`src/rtl/uart_tx_cfg.sv`:
```
// UART transmitter: start bit, LSB-first data, optional parity, 1..2 stop bits.
// Each serial bit lasts OVERSAMPLE baud_tick pulses; din is latched at start.
module uart_tx_cfg #(
  parameter int DATA_W     = 8,
  parameter int OVERSAMPLE = 16,
  parameter int PARITY_EN  = 0,
  parameter int PARITY_ODD = 0,
  parameter int STOP_BITS  = 1
) (
  input  logic              clk,
  input  logic              rst,
  input  logic              baud_tick,
  input  logic              start,
  input  logic [DATA_W-1:0] din,
  output logic              o_tx_ready,
  output logic              o_tx_busy,
  output logic              o_tx_done,
  output logic              o_tx
);

  localparam int TW = $clog2(OVERSAMPLE * STOP_BITS);
  localparam int BW = $clog2(DATA_W);

  localparam logic [TW-1:0] BIT_END  = TW'(OVERSAMPLE - 1);
  localparam logic [TW-1:0] STOP_END = TW'(OVERSAMPLE * STOP_BITS - 1);
  localparam logic [BW-1:0] LAST_BIT = BW'(DATA_W - 1);
  localparam logic          ODD      = (PARITY_ODD != 0);
  localparam logic          HAS_PAR  = (PARITY_EN != 0);

  typedef enum logic [2:0] {
    S_IDLE,
    S_START,
    S_DATA,
    S_PARITY,
    S_STOP
  } state_t;

  state_t            state_q, state_d;
  logic [TW-1:0]     tick_q, tick_d;
  logic [BW-1:0]     bit_q, bit_d;
  logic [DATA_W-1:0] shift_q, shift_d;
  logic              par_q, par_d;
  logic              tx_q, tx_d;
  logic              busy_q, busy_d;
  logic              done_q, done_d;

  // State register; reset drops any frame and forces the line idle high.
  always_ff @(posedge clk or posedge rst) begin
    if (rst) begin
      state_q <= S_IDLE;
      tick_q  <= '0;
      bit_q   <= '0;
      shift_q <= '0;
      par_q   <= 1'b0;
      tx_q    <= 1'b1;
      busy_q  <= 1'b0;
      done_q  <= 1'b0;
    end else begin
      state_q <= state_d;
      tick_q  <= tick_d;
      bit_q   <= bit_d;
      shift_q <= shift_d;
      par_q   <= par_d;
      tx_q    <= tx_d;
      busy_q  <= busy_d;
      done_q  <= done_d;
    end
  end

  // Next-state: bits advance only on the baud_tick that ends a bit period.
  always_comb begin
    state_d = state_q;
    tick_d  = tick_q;
    bit_d   = bit_q;
    shift_d = shift_q;
    par_d   = par_q;
    tx_d    = tx_q;
    busy_d  = busy_q;
    done_d  = 1'b0;
    unique case (state_q)
      S_IDLE: begin
        tx_d   = 1'b1;
        busy_d = 1'b0;
        if (start) begin
          shift_d = din;
          par_d   = (^din) ^ ODD;
          tick_d  = '0;
          bit_d   = '0;
          state_d = S_START;
          tx_d    = 1'b0;
          busy_d  = 1'b1;
        end
      end
      S_START: begin
        if (baud_tick) begin
          if (tick_q == BIT_END) begin
            tick_d  = '0;
            state_d = S_DATA;
            tx_d    = shift_q[0];
          end else begin
            tick_d = tick_q + 1'b1;
          end
        end
      end
      S_DATA: begin
        if (baud_tick) begin
          if (tick_q == BIT_END) begin
            tick_d  = '0;
            shift_d = shift_q >> 1;
            if (bit_q == LAST_BIT) begin
              bit_d = '0;
              if (HAS_PAR) begin
                state_d = S_PARITY;
                tx_d    = par_q;
              end else begin
                state_d = S_STOP;
                tx_d    = 1'b1;
              end
            end else begin
              bit_d = bit_q + 1'b1;
              tx_d  = shift_q[1];
            end
          end else begin
            tick_d = tick_q + 1'b1;
          end
        end
      end
      S_PARITY: begin
        if (baud_tick) begin
          if (tick_q == BIT_END) begin
            tick_d  = '0;
            state_d = S_STOP;
            tx_d    = 1'b1;
          end else begin
            tick_d = tick_q + 1'b1;
          end
        end
      end
      S_STOP: begin
        if (baud_tick) begin
          if (tick_q == STOP_END) begin
            tick_d  = '0;
            state_d = S_IDLE;
            tx_d    = 1'b1;
            busy_d  = 1'b0;
            done_d  = 1'b1;
          end else begin
            tick_d = tick_q + 1'b1;
          end
        end
      end
      default: begin
        state_d = S_IDLE;
        tx_d    = 1'b1;
        busy_d  = 1'b0;
      end
    endcase
  end

  assign o_tx_ready = (state_q == S_IDLE);
  assign o_tx_busy  = busy_q;
  assign o_tx_done  = done_q;
  assign o_tx       = tx_q;

endmodule

```
`config.mk`:
```
export PLATFORM = sky130hd
export DESIGN_NAME = uart_tx_cfg
export DESIGN_NICKNAME = d
export VERILOG_FILES = /design/src/rtl/uart_tx_cfg.sv
export SDC_FILE = /design/constraint.sdc
export NUM_CORES = 1
export LEC_CHECK = 0
export ABC_CLOCK_PERIOD_IN_PS = 2000
export BUFFER_PORTS_ARGS = -buffer_cell sky130_fd_sc_hd__buf_2
export CAP_MARGIN = 20
export CORE_ASPECT_RATIO = 0.6
export CORE_UTILIZATION = 30
export DETAILED_ROUTE_END_ITERATION = 16
export HOLD_SLACK_MARGIN = 0.1
export SYNTH_ARGS = -nofsm -noshare
export SYNTH_HDL_FRONTEND = slang
export SYNTH_SLANG_ARGS = --single-unit
```
`constraint.sdc`:
```
create_clock -name clk -period 2 [get_ports clk]
set_clock_uncertainty 0.15 [all_clocks]
set_input_delay 0.3 -clock clk [delete_from_list [all_inputs] [get_ports clk]]
set_output_delay 0.3 -clock clk [all_outputs]
set_load 0.02 [all_outputs]
```
Word level (Yosys, flattened, before mapping)
Index checks and enable logic that the tools add are counted.
{"block": "op_classes", "add_sub_neg": 2, "eq_ne": 19, "mux": 40, "n_bitwise": 1, "reduce_logical": 11}
{"operator": "two-way mux 3 bit", "n": 14}
{"operator": "two-way mux 8 bit", "n": 3}
{"operator": "!= test 2 bit, second input constant", "n": 10}
{"operator": "one-hot mux 8 bit (2 select lines)", "n": 1}
{"operator": "one-hot mux 3 bit (5 select lines)", "n": 1}
{"operator": "two-way mux 1 bit", "n": 14}
{"operator": "two-way mux 4 bit", "n": 3}
{"operator": "AND reduction 10 bit", "n": 1}
{"operator": "one-hot mux 4 bit (2 select lines)", "n": 1}
{"operator": "== test 3 x 2 -> 1 bit, second input constant", "n": 2}
{"operator": "== test 3 bit, second input constant", "n": 2}
{"operator": "!= test 2 x 1 -> 1 bit, second input constant", "n": 3}
{"operator": "one-hot mux 3 bit (2 select lines)", "n": 1}
{"operator": "AND reduction 3 bit", "n": 2}
{"operator": "AND reduction 6 bit", "n": 1}
{"operator": "adder 4 x 1 -> 4 bit, second input constant", "n": 1}
{"operator": "== test 4 bit, second input constant", "n": 1}
{"operator": "one-hot mux 1 bit (4 select lines)", "n": 1}
{"operator": "AND reduction 4 bit", "n": 1}
{"operator": "nonzero test 2 bit", "n": 2}
{"operator": "OR reduction 4 bit", "n": 1}
{"operator": "adder 3 x 1 -> 3 bit, second input constant", "n": 1}
{"operator": "== test 3 x 1 -> 1 bit, second input constant", "n": 1}
{"operator": "zero test 3 bit", "n": 1}
{"operator": "4 further kinds", "n": 4}
{"block": "totals", "ff_bits": 21, "inputBits": 12, "out_inout_bits": 4, "elab_cells": 80}

Longest topological paths before layout
{"block": "depth", "depth_word": 5, "mapped_depth": 7, "depth_no_buf": 5}

Worst setup path after synthesis
No wires, ideal clock.
{"block": "synth_timing", "path_type": "reg2reg", "start": "register tick_q[0]", "end": "register bit_q[1]", "setup_time_ns": 0.123, "arrival_time_ns": 1.412, "required_time_ns": 1.727, "setup_slack_ns": 0.316, "stages_incl_launch_ff": 7, "path_buffers": 1, "period_less_slack_ns": 1.684, "cell_sequence": "dfrtp_1 > ha_1 > and3_2 > buf_6 > or2_1 > a31oi_1 > o21ai_1"}
{"block": "synth_via", "elab_chain_len": 3}
{"item": "start: declaration", "line_no": "39", "rtl": "logic [TW-1:0] tick_q, tick_d;"}
{"item": "start signal: assignment", "line_no": "60", "rtl": "tick_q <= tick_d;"}
{"item": "== test 4 bit", "line_no": "107", "rtl": "if (tick_q == BIT_END) begin"}
{"item": "!= test 2 bit (no source line)"}
{"item": "AND reduction 4 bit (no source line)"}
{"item": "end signal: assignment", "line_no": "61", "rtl": "bit_q <= bit_d;"}
{"item": "end: declaration", "line_no": "40", "rtl": "logic [BW-1:0] bit_q, bit_d;"}
Every way passes these cells.
A chain may end at the register's enable or synchronous reset.

Final worst setup path
{"block": "layout_timing", "start": "register state_q[1]", "end": "output port o_tx_ready"}
{"block": "layout_via", "elab_chain_len": 1}
{"item": "start: declaration", "line_no": "38", "rtl": "state_t state_q, state_d;"}
{"item": "start signal: assignment", "line_no": "59", "rtl": "state_q <= state_d;"}
{"item": "zero test 3 bit", "line_no": "160", "rtl": "assign o_tx_ready = (state_q == S_IDLE);"}
{"item": "end: declaration", "line_no": "15", "rtl": "output logic o_tx_ready,"}
Every way passes these cells.

==> impl_metrics.ini <==
[status]
status = complete, no violations

[final_layout]
fillerInstances = 390
fin_nets = 160
area_delta_synth_final_pct = 14.3
finalNonFillerCells = 191
final_area_sq_um = 1430
drive_gt1_share_pct = 27.1
seq_area_sq_um = 531
multi_input_area_sq_um = 644
final_util_pct = 37.3
antennaDiodeCount = 0

[critical_path]
crit_path_end_kind = primary output
crit_fanout = 12
worstPathArrival_ns = 1.44
cp_slowest_stage_delay_ns = 0.51
path_class = flip-flop to primary output
crit_path_cell_trace = or3_4 > inv_1 > buf_2
worstSetupStartpointType = flip-flop
cp.required_ns = 1.55
slowest_stage = dfrtp_2

[drt]
drt_first_pass_iters = 4
drc_errors = 0
vias_per_cell = 5.16
ant_nets = 0
drtIter0Drc = 51
vias = 986
wirelength_um = 2630
wl_per_cell_um = 13.7

[die]
start_util_pct = 32.6
core_area_sq_um = 3830
die_y_um = 52.0
io_pins = 16
row_count = 17
die_area_sq_um = 4430
die_w_um = 85.3

[synthesis]
yosysMostFrequentCell = dfrtp_1
synthFlopType = dfrtp_1
ys_ff_latch = 21
yosysSeqAreaShare_pct = 42.2
netlist.area_leader.share_pct = 40.1
synth_cell_types = 41
async_flop_share_pct = 100
yosys_warnings = 0
ys_top_cells_by_count = 20 x dfrtp_1, 15 x nand2_1, 10 x o21ai_1, 9 x mux2i_1, 6 x nor2b_1
synth_edf_count = 0
synth_fp_nets = 140
synth_area_per_cell_sq_um = 9.99
synth_top_area_cell = dfrtp_1
syn_inst = 125
synth.area.top_cells = dfrtp_1 40%, mux2i_1 7.2%, nand2_1 4.5%, o21ai_1 4.0%, buf_6 3.6%
synthesis.area_sq_um = 1250

[pwr]
internal-power_w = 0.00103
comb_power_share_pct = 39.0
peakVddDrop_v = 0.000597
switching_share_pct = 39.3
pwr-share-clk_pct = 16.4
powerDensity_nw_per_um2 = 1190
leakagePower_nw = 0.637
p_switching_w = 0.000669
pwr-share-seq_pct = 44.6

[clock_tree]
clock_latency_ns = 0.26
numClockSinks = 21
cts_tree = yes
cts-root-buf = clkbuf_8
clk_pin_slew_worst_paths_ns = 0.08
clk_path_buf_depth = 2
numCtsBuffers = 3
htree_levels = 1

[timing]
final_max_slew_viol_count = 0
hold_viol = 0
min_period_ns = 1.89
post-route-period-util_pct = 94.6
fin_ws_ns = 0.107
slew-limit-headroom_pct = 77.6
tightest_slew_ns = 0.327
fmax_ghz = 0.528
rsz0062_at_grt = false
setup_violations = 0
fin_setup_tns_ns = 0

[placement]
place_congestion = 0.856
placed_area_sq_um = 1350
dp_hpwl_um = 2000
place_inst = 184
io_buffers = 15
dpl_worst_slack_ns = 0.238

[global_route]
grt_pass1_wl_um = 4440
antenna_found_initial = 0
grt_max_degree = 22
gr-usage-all-layers_pct = 13.1
overflow = 0
grt_pass1_vias = 950

[hold_path]
hp-class = primary input to flip-flop

[run]
drv_cap = 0
-- cell type report --
cell class	instances	share of cell area, %
well taps	47	4.12
multi-input cells	93	45.1
clock buffers	4	3.16
flip-flops and latches	21	37.2
inverters	3	0.789
repair buffers	23	9.64
-- logic make-up (layout without fill, tap and decap cells) --
family | Yosys count | count (layout) | synth area share, %
compound gates | 37 | 37 | 19.4
flops | 21 | 21 | 42.2
buf+inv | 11 | 30 | 6.21
mux | 10 | 10 | 8.12
fa+ha+maj | 3 | 3 | 3.01
simple gates | 43 | 43 | 21.0
-- layout by cell type, fill, tap and decap left out, drive strengths merged --
master	instances
dfstp	1
a31oi	5
nor3	1
and3	2
a21oi	5
buf	22
nor2b	6
dlygate4sd3	1
and4	1
mux2	1
nand2	16
a31o	1
inv	3
ha	3
clkbuf	4
a211oi	1
o31ai	1
o221ai	1
nor3b	2
nor2	5
nor4	2
or3b	1
nand4	1
o21ai	17
dfrtp	20
o32a	1
o22ai	2
nor4b	1
or3	1
mux2i	9
or2	1
nand3	3
a211o	1
a21o	2
-- metrics by stage --
step,total power (W),hold slack [ns]
final,0.00170,0.172
after global routing,0.00184,0.183
after CTS,0.00171,0.169
after detailed placement,0.00142,0.198
after global placement,0.00139,0.201
after floorplan,0.00130,0.126
-- registers in the layout, summed over array words and instances, names as in the netlist --
register,cells
tick_q,4
shift_q,8
bit_q,3
o_tx,1
o_tx_done,1
state_q,3
o_tx_busy,1
-- what timing repair did --
action | 4_1_cts | 5_1_grt
hold buffers | 1 | 0
pin swaps | 0 | 0
buffers inserted | 0 | 2
setup endpoints to repair | 1 | 1
gates resized for setup | 1 | 2
hold endpoints to repair | 20 | 0
-- critical path: cells and delay by family, from the launching register on --
family        cells  cell delay (ns)
flops             1             0.51
simple gates      1             0.46
buf+inv           2             0.22
-- power by group through the flow --
stage	Combinational, W	Clock [W]	Sequential, W
after floorplan	0.000577	0	0.000719
after global placement	0.000638	0	0.000754
after detailed placement	0.000658	0	0.000761
after CTS	0.000662	0.000293	0.000751
after global routing	0.000756	0.000304	0.000779
final	0.000663	0.000280	0.000758
-- worst paths after layout --
path                            slack [ns]       start    endpoint  cells past startpoint
worst min register to register        0.33   o_tx_busy   o_tx_busy                      1
worst max-delay path                  0.11  state_q[1]  o_tx_ready                      3
worst min-delay path                  0.17      din[4]  shift_q[4]                      3
worst max register to register        0.22   tick_q[0]    bit_q[0]                      5
min in group asynchronous             0.45         rst    bit_q[0]                      4
max in group asynchronous             0.96         rst        o_tx                      4
-- metal layers --
layer  up-vias  global-route usage, %  part of all wire [%]
met3         5                   3.49                   4.1
met5         -                      0                     0
met4         0                   3.33                  0.88
li1        490                      -                     -
met2        18                   20.7                    42
met1       473                   17.9                    53
Note: power is estimated with default switching activity, not from simulation.
